## src/rtl/exhaustive_tester.sv

```systemverilog
`default_nettype none
// ============================================================================
// Module  : exhaustive_tester
// Brief   : Steps an N_IN-bit vector through every combination, samples the
//           function outputs after a settle time and checks them against a
//           programmable expected table; reports pass, error count, 1st fail.
// Rev     : 1.0  initial release
// ============================================================================
module exhaustive_tester #(
    parameter int N_IN   = 4,
    parameter int N_OUT  = 5,
    parameter int SETTLE = 2
) (
    input  logic             clk,
    input  logic             reset,
    input  logic             start,
    input  logic             cfg_we,
    input  logic [N_IN-1:0]  cfg_addr,
    input  logic [N_OUT-1:0] cfg_data,
    output logic [N_IN-1:0]  dut_in,
    input  logic [N_OUT-1:0] dut_out,
    output logic             busy,
    output logic             done,
    output logic             pass,
    output logic [N_IN:0]    err_count,
    output logic             fail_valid,
    output logic [N_IN-1:0]  fail_addr,
    output logic [N_OUT-1:0] fail_bits
);

    localparam int c_ROWS  = 2**N_IN;
    localparam int c_CNT_W = $clog2(SETTLE + 1);

    localparam logic [1:0] S_IDLE   = 2'd0;
    localparam logic [1:0] S_APPLY  = 2'd1;
    localparam logic [1:0] S_SAMPLE = 2'd2;
    localparam logic [1:0] S_DONE   = 2'd3;

    logic [1:0]         r_state;
    logic [1:0]         w_state_nxt;
    logic [N_IN-1:0]    r_vec;
    logic [c_CNT_W-1:0] r_cnt;
    logic [N_OUT-1:0]   r_exp [c_ROWS];
    logic [N_IN:0]      r_err_count;
    logic               r_pass;
    logic               r_fail_valid;
    logic [N_IN-1:0]    r_fail_addr;
    logic [N_OUT-1:0]   r_fail_bits;
    logic [N_OUT-1:0]   w_xor;
    logic               w_mis;
    logic               w_settled;
    logic               w_busy;

    assign w_busy    = (r_state == S_APPLY) || (r_state == S_SAMPLE);
    assign w_settled = (r_cnt == c_CNT_W'(SETTLE - 1));
    assign w_xor     = dut_out ^ r_exp[r_vec];
    assign w_mis     = |w_xor;

    // Table is cleared by reset as well, so a fresh run with no load expects 0s.
    always_ff @(posedge clk or posedge reset) begin
        if (reset) begin
            for (int i = 0; i < c_ROWS; i++) begin
                r_exp[i] <= '0;
            end
        end else if (cfg_we && !w_busy) begin
            r_exp[cfg_addr] <= cfg_data;
        end
    end

    always_ff @(posedge clk or posedge reset) begin
        if (reset) begin
            r_state <= S_IDLE;
        end else begin
            r_state <= w_state_nxt;
        end
    end

    always_comb begin
        w_state_nxt = r_state;
        case (r_state)
            S_IDLE:   if (start) w_state_nxt = S_APPLY;
            S_APPLY:  if (w_settled) w_state_nxt = S_SAMPLE;
            S_SAMPLE: w_state_nxt = (&r_vec) ? S_DONE : S_APPLY;
            S_DONE:   w_state_nxt = S_IDLE;
            default:  w_state_nxt = S_IDLE;
        endcase
    end

    always_ff @(posedge clk or posedge reset) begin
        if (reset) begin
            r_vec        <= '0;
            r_cnt        <= '0;
            r_err_count  <= '0;
            r_pass       <= 1'b0;
            r_fail_valid <= 1'b0;
            r_fail_addr  <= '0;
            r_fail_bits  <= '0;
        end else begin
            case (r_state)
                S_IDLE: begin
                    if (start) begin
                        r_vec        <= '0;
                        r_cnt        <= '0;
                        r_err_count  <= '0;
                        r_pass       <= 1'b0;
                        r_fail_valid <= 1'b0;
                        r_fail_addr  <= '0;
                        r_fail_bits  <= '0;
                    end
                end
                S_APPLY: begin
                    r_cnt <= r_cnt + c_CNT_W'(1);
                end
                S_SAMPLE: begin
                    if (w_mis) begin
                        r_err_count <= r_err_count + (N_IN+1)'(1);
                        if (!r_fail_valid) begin
                            r_fail_valid <= 1'b1;
                            r_fail_addr  <= r_vec;
                            r_fail_bits  <= w_xor;
                        end
                    end
                    // The last vector stays on dut_in after the run ends.
                    if (!(&r_vec)) begin
                        r_vec <= r_vec + N_IN'(1);
                        r_cnt <= '0;
                    end
                end
                S_DONE: begin
                    r_pass <= (r_err_count == '0);
                end
                default: begin
                    r_cnt <= '0;
                end
            endcase
        end
    end

    assign dut_in     = r_vec;
    assign busy       = w_busy;
    assign done       = (r_state == S_DONE);
    assign pass       = r_pass;
    assign err_count  = r_err_count;
    assign fail_valid = r_fail_valid;
    assign fail_addr  = r_fail_addr;
    assign fail_bits  = r_fail_bits;

endmodule
`default_nettype wire

```

## config.mk

```make
export PLATFORM = sky130hd
export DESIGN_NAME = exhaustive_tester
export DESIGN_NICKNAME = d
export VERILOG_FILES = /design/src/rtl/exhaustive_tester.sv
export SDC_FILE = /design/constraint.sdc
export NUM_CORES = 1
export LEC_CHECK = 0
export BUFFER_PORTS_ARGS = -buffer_cell sky130_fd_sc_hd__buf_2
export CAP_MARGIN = 30
export CORE_MARGIN = 2
export CORE_UTILIZATION = 40
export DETAILED_ROUTE_END_ITERATION = 8
export HOLD_SLACK_MARGIN = 0.06
export PLACE_DENSITY = 0.56
export SLEW_MARGIN = 10
export SYNTH_ARGS = -nofsm -noshare
export SYNTH_HDL_FRONTEND = slang
export SYNTH_SLANG_ARGS = --single-unit
```

## constraint.sdc

```tcl
create_clock -name clk -period 3.6 [get_ports clk]
set_input_delay 0.36 -clock clk [delete_from_list [all_inputs] [get_ports clk]]
set_output_delay 0.36 -clock clk [all_outputs]
set_load 0.005 [all_outputs]
```

==> results of run 1 <==
-- power groups by stage --
stage / sequential [W] / combinational [W] / clock (W)
after floorplan: 0.00183 / 0.00140 / 0
after detailed placement: 0.00198 / 0.00175 / 0
after global routing: 0.00202 / 0.00191 / 0.00110
after CTS: 0.00196 / 0.00176 / 0.00105
final: 0.00196 / 0.00173 / 0.00102
after global placement: 0.00197 / 0.00170 / 0
-- cell type report --
class                   instances  area, um^2  share of cell area [%]
flip-flops and latches        104        2600                    44.5
clock inverters                 3        47.5                   0.814
repair buffers                 48         263                    4.50
multi-input cells             238        2390                    40.9
clock buffers                  13         270                    4.63
well taps                     172         215                    3.68
inverters                      14        55.1                   0.942
-- kinds of logic (layout without fill, tap and decap cells) --
family	Yosys count	in the layout	share of synthesized area [%]
adder cells (fa/ha/maj)	8	8	1.95
XOR/XNOR	5	5	1.44
AND/OR/NAND/NOR	73	73	6.97
buffers and inverters	30	78	2.78
flip-flops	104	104	50.7
AO/OA/AOI/OAI	40	40	5.75
multiplexers	112	112	30.4
-- per-stage QoR --
step	worst slack [ns]	utilization, %
6_report	0.726	46.5
5_1_grt	0.568	46.5
4_1_cts	0.717	46.5
3_5_place_dp	0.731	44.0
3_3_place_gp	0.754	44.0
2_1_floorplan	0.508	-
-- worst reg2reg max path: cells and delay by family (launching register included) --
kind / cells / cell delay (ns)
AO/OA/AOI/OAI: 2 / 0.46
XOR/XNOR: 1 / 0.21
buffers and inverters: 1 / 0.38
flip-flops: 1 / 0.32
multiplexers: 2 / 1.17
AND/OR/NAND/NOR: 1 / 0.19
-- placed cells by master, fill, tap and decap left out, types with 2 or more instances in the layout --
master	count
a21oi_1	4
a22o_1	7
buf_2	39
buf_4	9
clkbuf_16	9
clkbuf_8	3
dfrtp_1	104
ha_1	8
inv_1	13
mux2_2	81
mux2i_1	6
mux4_1	9
mux4_2	15
nand2_1	31
nand2b_1	3
nand3_1	7
nand4_1	3
nor2_1	9
nor2b_1	10
nor3_1	3
nor4_1	2
o211ai_1	2
o21ai_0	14
o32ai_1	3
xnor2_2	4
-- sequential cells by signal (all words and copies together) (netlist names) --
register and flops:
pass 1, r_cnt 2, r_state 2, dut_in 4
r_exp 80, err_count 5, fail_bits 5, fail_valid 1
fail_addr 4
-- final timing paths --
check,from,end,slack (ns),cells past startpoint
max,dut_in[0],fail_addr[2],0.73,7
min,reset,r_state[1],0.18,2
max reg2reg,dut_in[0],fail_addr[2],0.73,7
min reg2reg,r_exp[75],r_exp[75],0.50,1
max in group asynchronous,reset,r_exp[66],2.63,3
min in group clk,start,pass,0.42,3
-- per-layer routing --
metal	vias to the layer above	track usage, %
li1	1463	-
met1	1663	24.2
met2	59	30.8
met3	10	4.53
met4	0	5.10
met5	-	0
==> metrics.cfg, run 1 <==
[power]
p_int_w=0.00319
finalPower_w=0.00471
clkPwrFrac_pct=21.7
switching_share_pct=32.3
ir_drop_uv=250
p_comb_share_pct=36.8
net-switching-power_w=0.00152
share_seq_of_total_power_pct=41.5
p_leak_nw=2.63
power_density_nw_per_um2=807

[synthesis]
yosys_warnings=0
avgSynthCellArea_um2=13.8
synth_seq_cells=104
yosysMostFrequentCell=dfrtp_1
synth_ff_type=dfrtp_1
syn_nets=398
async_reset_ff_share_pct=100
synth-edff-count=0
mappedNetlistArea_um2=5130
synthTopCellsByCount=104 x dfrtp_1, 81 x mux2_2, 31 x nand2_1
netlist.area_leader.share_pct=50.7
syn_inst=372
netlist-cell-type-count=44
synth_area_leaders=dfrtp_1 51%, mux2_2 18%, mux4_2 6.6%
yosys.area.top_type=dfrtp_1
seq_area_frac_synth_pct=50.7

[worst_hold_path]
hold_class=input port to async pin

[floorplan]
dieWidth_um=117
die_area_um2=13800
fp.dieH_um=117
core_area_um2=12600
start_util_pct=40.8
ioPinCount=40
core.rowCount=41

[cts]
cts_setup_buffers=0
clk_pin_slew_ns=0.07
clock_latency_ns=0.35
ctsResizeCount=0
cts_buffers=9
hold_buffers=0
clock_path_buffers=2
htree_num_levels=3
clock_sinks=104
cts_root_buf=clkbuf_16
cts_tree=yes

[global_routing]
antenna_found_initial=0
grt_pass1_wl_um=18800
grt_overflow_total=0
grt_max_degree=64
grt_usage_pct=18.5
grt_pass1_vias=3370

[worst_setup_path]
start_kind=flop
worstPathCellList=buf_4, mux4_1, mux4_2, xnor2_2, nand4_2, o21ai_4, o32ai_1
crit_path_top_delay_cell=mux4_1
cp_top_family=multiplexers
slowest_delay_ns=0.63
required_ns=3.81
worstPathMaxFanout=26
arrival_ns=3.09
critical_path_class=flop to flop
critical_path_buf_inv_count=1
end_kind=flop

[finish]
fillers=1113
syn2layout_area_growth_pct=13.8
num_antenna_cells=0
drive_gt1_share_pct=40.7
fin_nets=441
fin_area_um2=5840
stdcell_count=592

[sta]
fmax_ghz=0.348
relSlewSlack_pct=46.9
setup_violations=0
worstMarginPinSlew_ns=0.797
clock_skew_ns=0.00789
slew_viol_final=0
fin_crit_ns=2.87
rsz0062_at_grt=false
fin_crit_sh_pct=79.8
finalSetupTns_ns=0
finalHoldViolCount=0
whs_ns=0.175

[route]
top_layer=met4
drt-initial-drc-count=199
via_per_inst=5.40
final_antenna_net_count=0
firstDrtPassIters=4
wl_met1_um=5270
routed-via-count=3195
routed-wl-met3_um=409
drc=0
post_drt_wl_per_cell_um=19.4
routed_wl_um=11500
wl_met2_um=5650

[placement]
dpl.hpwl_um=8280
dpl_cell_area_um2=5520
portBuffers=39
dpl.cell_count=576
gp_congestion=0.801

[status]
outcome=finished clean

[flow_run]
cap_violations=0

Note: power is estimated with default switching activity, not from simulation.
==> run 2: changes to the inputs <==
--- a/config.mk
+++ b/config.mk
@@ -5,6 +5,7 @@
 export SDC_FILE = /design/constraint.sdc
 export NUM_CORES = 1
 export LEC_CHECK = 0
+export ABC_AREA = 1
 export BUFFER_PORTS_ARGS = -buffer_cell sky130_fd_sc_hd__buf_2
 export CAP_MARGIN = 30
 export CORE_MARGIN = 2
==> constraint.sdc (replaced) <==
create_clock -name clk -period 2.7 [get_ports clk]
set_input_delay 0.27 -clock clk [delete_from_list [all_inputs] [get_ports clk]]
set_output_delay 0.27 -clock clk [all_outputs]
set_load 0.005 [all_outputs]
==> run 2 against run 1 <==
Against the previous run: clock skew rose by 0.00079 ns; first-iteration DRC count rose by 67%; via count rose by 38%; die area rose by 1.8%; combinational power rose by 36%; setup slack got worse by 0.36 ns; area after synthesis rose by 1.8%; clock power rose by 31%; critical endpoint is now err_count[4]; largest cell class unchanged; largest power group unchanged.
==> metrics.cfg, run 2 <==
[global_routing]
grt_overflow_total=0  ; unchanged
grt_usage_pct=20.7  ; +2.2 points
grt_max_degree=46  ; -28%
antenna_found_initial=0  ; unchanged
grt_pass1_wl_um=22800  ; +21%
grt_pass1_vias=4322  ; +28%

[worst_setup_path]
reg2reg_depth=13  ; +6
r2r_setup_slack_ns=0.37  ; -0.36 ns
arrival_ns=2.61  ; -0.48 ns
required_ns=2.98  ; -0.83 ns
worstPathCellList=inv_2, nor2_1, o21ai_1, nand3_1, nand3_1, nand2_1, nand2_1, nand2_1, nor2_1, nand3_2, nand2_2, nand2_1, o21ai_1
cp_top_family=simple AND/OR/NAND/NOR gates
crit_path_top_delay_cell=dfrtp_1
start_kind=flop
critical_path_buf_inv_count=1  ; unchanged
r2r_start=dut_in[1]
r2r-end=err_count[4]
end_kind=flop
slowest_delay_ns=0.39  ; -0.24 ns
worstPathMaxFanout=26  ; unchanged
cp_common_cell=nand2_1
critical_path_class=flop to flop

[sta]
fmax_ghz=0.429  ; +23%
finalSetupTns_ns=0  ; unchanged
fin_crit_sh_pct=86.4  ; +6.5 points
clock_skew_ns=0.00868  ; +0.000792 ns
setup_violations=0  ; unchanged
worstMarginPinSlew_ns=0.729  ; -0.0676 ns
layout_setup_ws_ns=0.368  ; -0.357 ns
finalHoldViolCount=0  ; unchanged
rsz0062_at_grt=false
slew_viol_final=0  ; unchanged
whs_ns=0.310  ; +0.135 ns
relSlewSlack_pct=51.3  ; +4.4 points
fin_crit_ns=2.33  ; -0.543 ns

[synthesis]
synthTopCellsByCount=250 x nand2_1, 104 x dfrtp_1, 86 x o21ai_0
async_reset_ff_share_pct=100  ; unchanged
syn_nets=698  ; +75%
yosysMostFrequentCell=nand2_1
netlist.area_leader.share_pct=49.8  ; -0.91 points
synth_ff_type=dfrtp_1
synth-edff-count=0  ; unchanged
seq_area_frac_synth_pct=49.8  ; -0.91 points
yosys_warnings=0  ; unchanged
yosys.area.top_type=dfrtp_1
synth_area_leaders=dfrtp_1 50%, nand2_1 18%, o21ai_0 8.2%
syn_inst=672  ; +81%
netlist-cell-type-count=28  ; -36%
avgSynthCellArea_um2=7.78  ; -44%
synth_seq_cells=104  ; unchanged
mappedNetlistArea_um2=5230  ; +1.8%

[placement]
gp_congestion=0.829  ; +3.5%
portBuffers=39  ; unchanged
detailedPlace.worstSlack_ns=0.409  ; -0.322 ns
dpl.hpwl_um=9520  ; +15%
dpl_cell_area_um2=5570  ; +0.77%

[cts]
htree_num_levels=3  ; unchanged
cts_buffers=9  ; unchanged
clock_path_buffers=2  ; unchanged
clock_sinks=104  ; unchanged
cts_setup_buffers=0  ; unchanged
clock_latency_ns=0.35  ; about the same
clk_pin_slew_ns=0.07  ; about the same
cts_tree=yes
cts_root_buf=clkbuf_16

[route]
post_drt_wl_per_cell_um=15.2  ; -21%
via_per_inst=4.99  ; -7.5%
firstDrtPassIters=5  ; +1
routed-via-count=4418  ; +38%
drc=0  ; unchanged
drt-initial-drc-count=333  ; +67%
routed_wl_um=13500  ; +17%
final_antenna_net_count=0  ; unchanged

[worst_hold_path]
hold_path_depth=4
hold_class=input port to flop
min_to=r_state[0]
hp-start=start

[floorplan]
ioPinCount=40  ; unchanged
core.rowCount=41  ; unchanged
fp.dieH_um=118  ; +0.88%
dieWidth_um=118  ; +0.88%
die_area_um2=14000  ; +1.8%
core_area_um2=12700  ; +0.82%
start_util_pct=41.3  ; +0.41 points

[power]
p_leak_nw=3.00  ; +14%
power_density_nw_per_um2=1080  ; +34%
finalPower_w=0.00636  ; +35%
ir_drop_uv=491  ; +97%

[finish]
fin_nets=734  ; +66%
final_cell_mix=250 x nand2_1, 104 x dfrtp_1, 86 x o21ai_0
fin_area_um2=5880  ; +0.66%
largest_register_ffs=80  ; unchanged
syn2layout_area_growth_pct=12.5
num_antenna_cells=0  ; unchanged
top_register=r_exp
multiInputGateArea_um2=2180  ; -8.9%
final_common_cell=nand2_1
seq_area_um2=2600  ; unchanged
drive_gt1_share_pct=11.1  ; -30 points
fillers=1327  ; +19%

[status]
outcome=finished clean

[flow_run]
cap_violations=0  ; unchanged

[run 2: metrics by stage]
step / cells / utilization (%)
3_3_place_gp: 868 / 43.9
5_1_grt: 885 / 46.4
3_5_place_dp: 868 / 43.9
2_1_floorplan: 672 / -
6_report: 885 / 46.4
4_1_cts: 885 / 46.4
[run 2: worst max path at each step]
stage               from            to  slack (ns)  cells after the start
2_1_floorplan  dut_in[1]    fail_valid        0.93                     13
3_3_place_gp   dut_in[1]  err_count[4]        0.48                     11
3_5_place_dp   dut_in[1]  err_count[4]        0.41                     13
4_1_cts        dut_in[1]  err_count[4]        0.39                     13
5_1_grt        dut_in[1]    fail_valid        0.06                     13
6_report       dut_in[1]  err_count[4]        0.37                     13
[run 2: kinds of logic after synthesis]
kind of cell / after synthesis / synth area share [%]
buffers and inverters: 93 / 8.57
and+or+nand+nor: 352 / 27.8
adders and majority gates: 8 / 1.91
AOI/OAI and AO/OA: 110 / 11.1
DFF: 104 / 49.8
xor gates and xnor gates: 4 / 0.670
muxes: 1 / 0.191
[run 2: per-layer routing]
layer	share of wire [%]	global-route usage (%)	vias up
li1	-	-	2226
met1	48	29.0	2060
met2	46	32.3	116
met3	4.5	4.44	16
met4	1.8	5.57	0
met5	0	0	-
[run 2: what timing repair did]
item	CTS	global route
hold endpoints to repair	9	0
resized for setup	0	0
hold buffers	1	0
[run 2: cell type report]
type,count,area share [%]
Clock buffer,10,4.06
Multi-Input combinational cell,475,37.0
Sequential cell,104,44.3
Timing Repair Buffer,50,5.40
Tap cell,172,3.66
Inverter,68,4.49
Clock inverter,6,1.11
[run 2: where the power goes]
| group | internal (W) | switching (W) | total, W |
|---|---|---|---|
| combinational | 0.000881 | 0.00148 | 0.00236 |
| clock | 0.000748 | 0.000591 | 0.00134 |
| sequential | 0.00223 | 0.000427 | 0.00266 |
[run 2: tightest hold or removal path, stage by stage]
cell and delay, ns:
buf_2 0.09, o22ai_1 0.10, nand2_1 0.07, o21ai_0 0.08
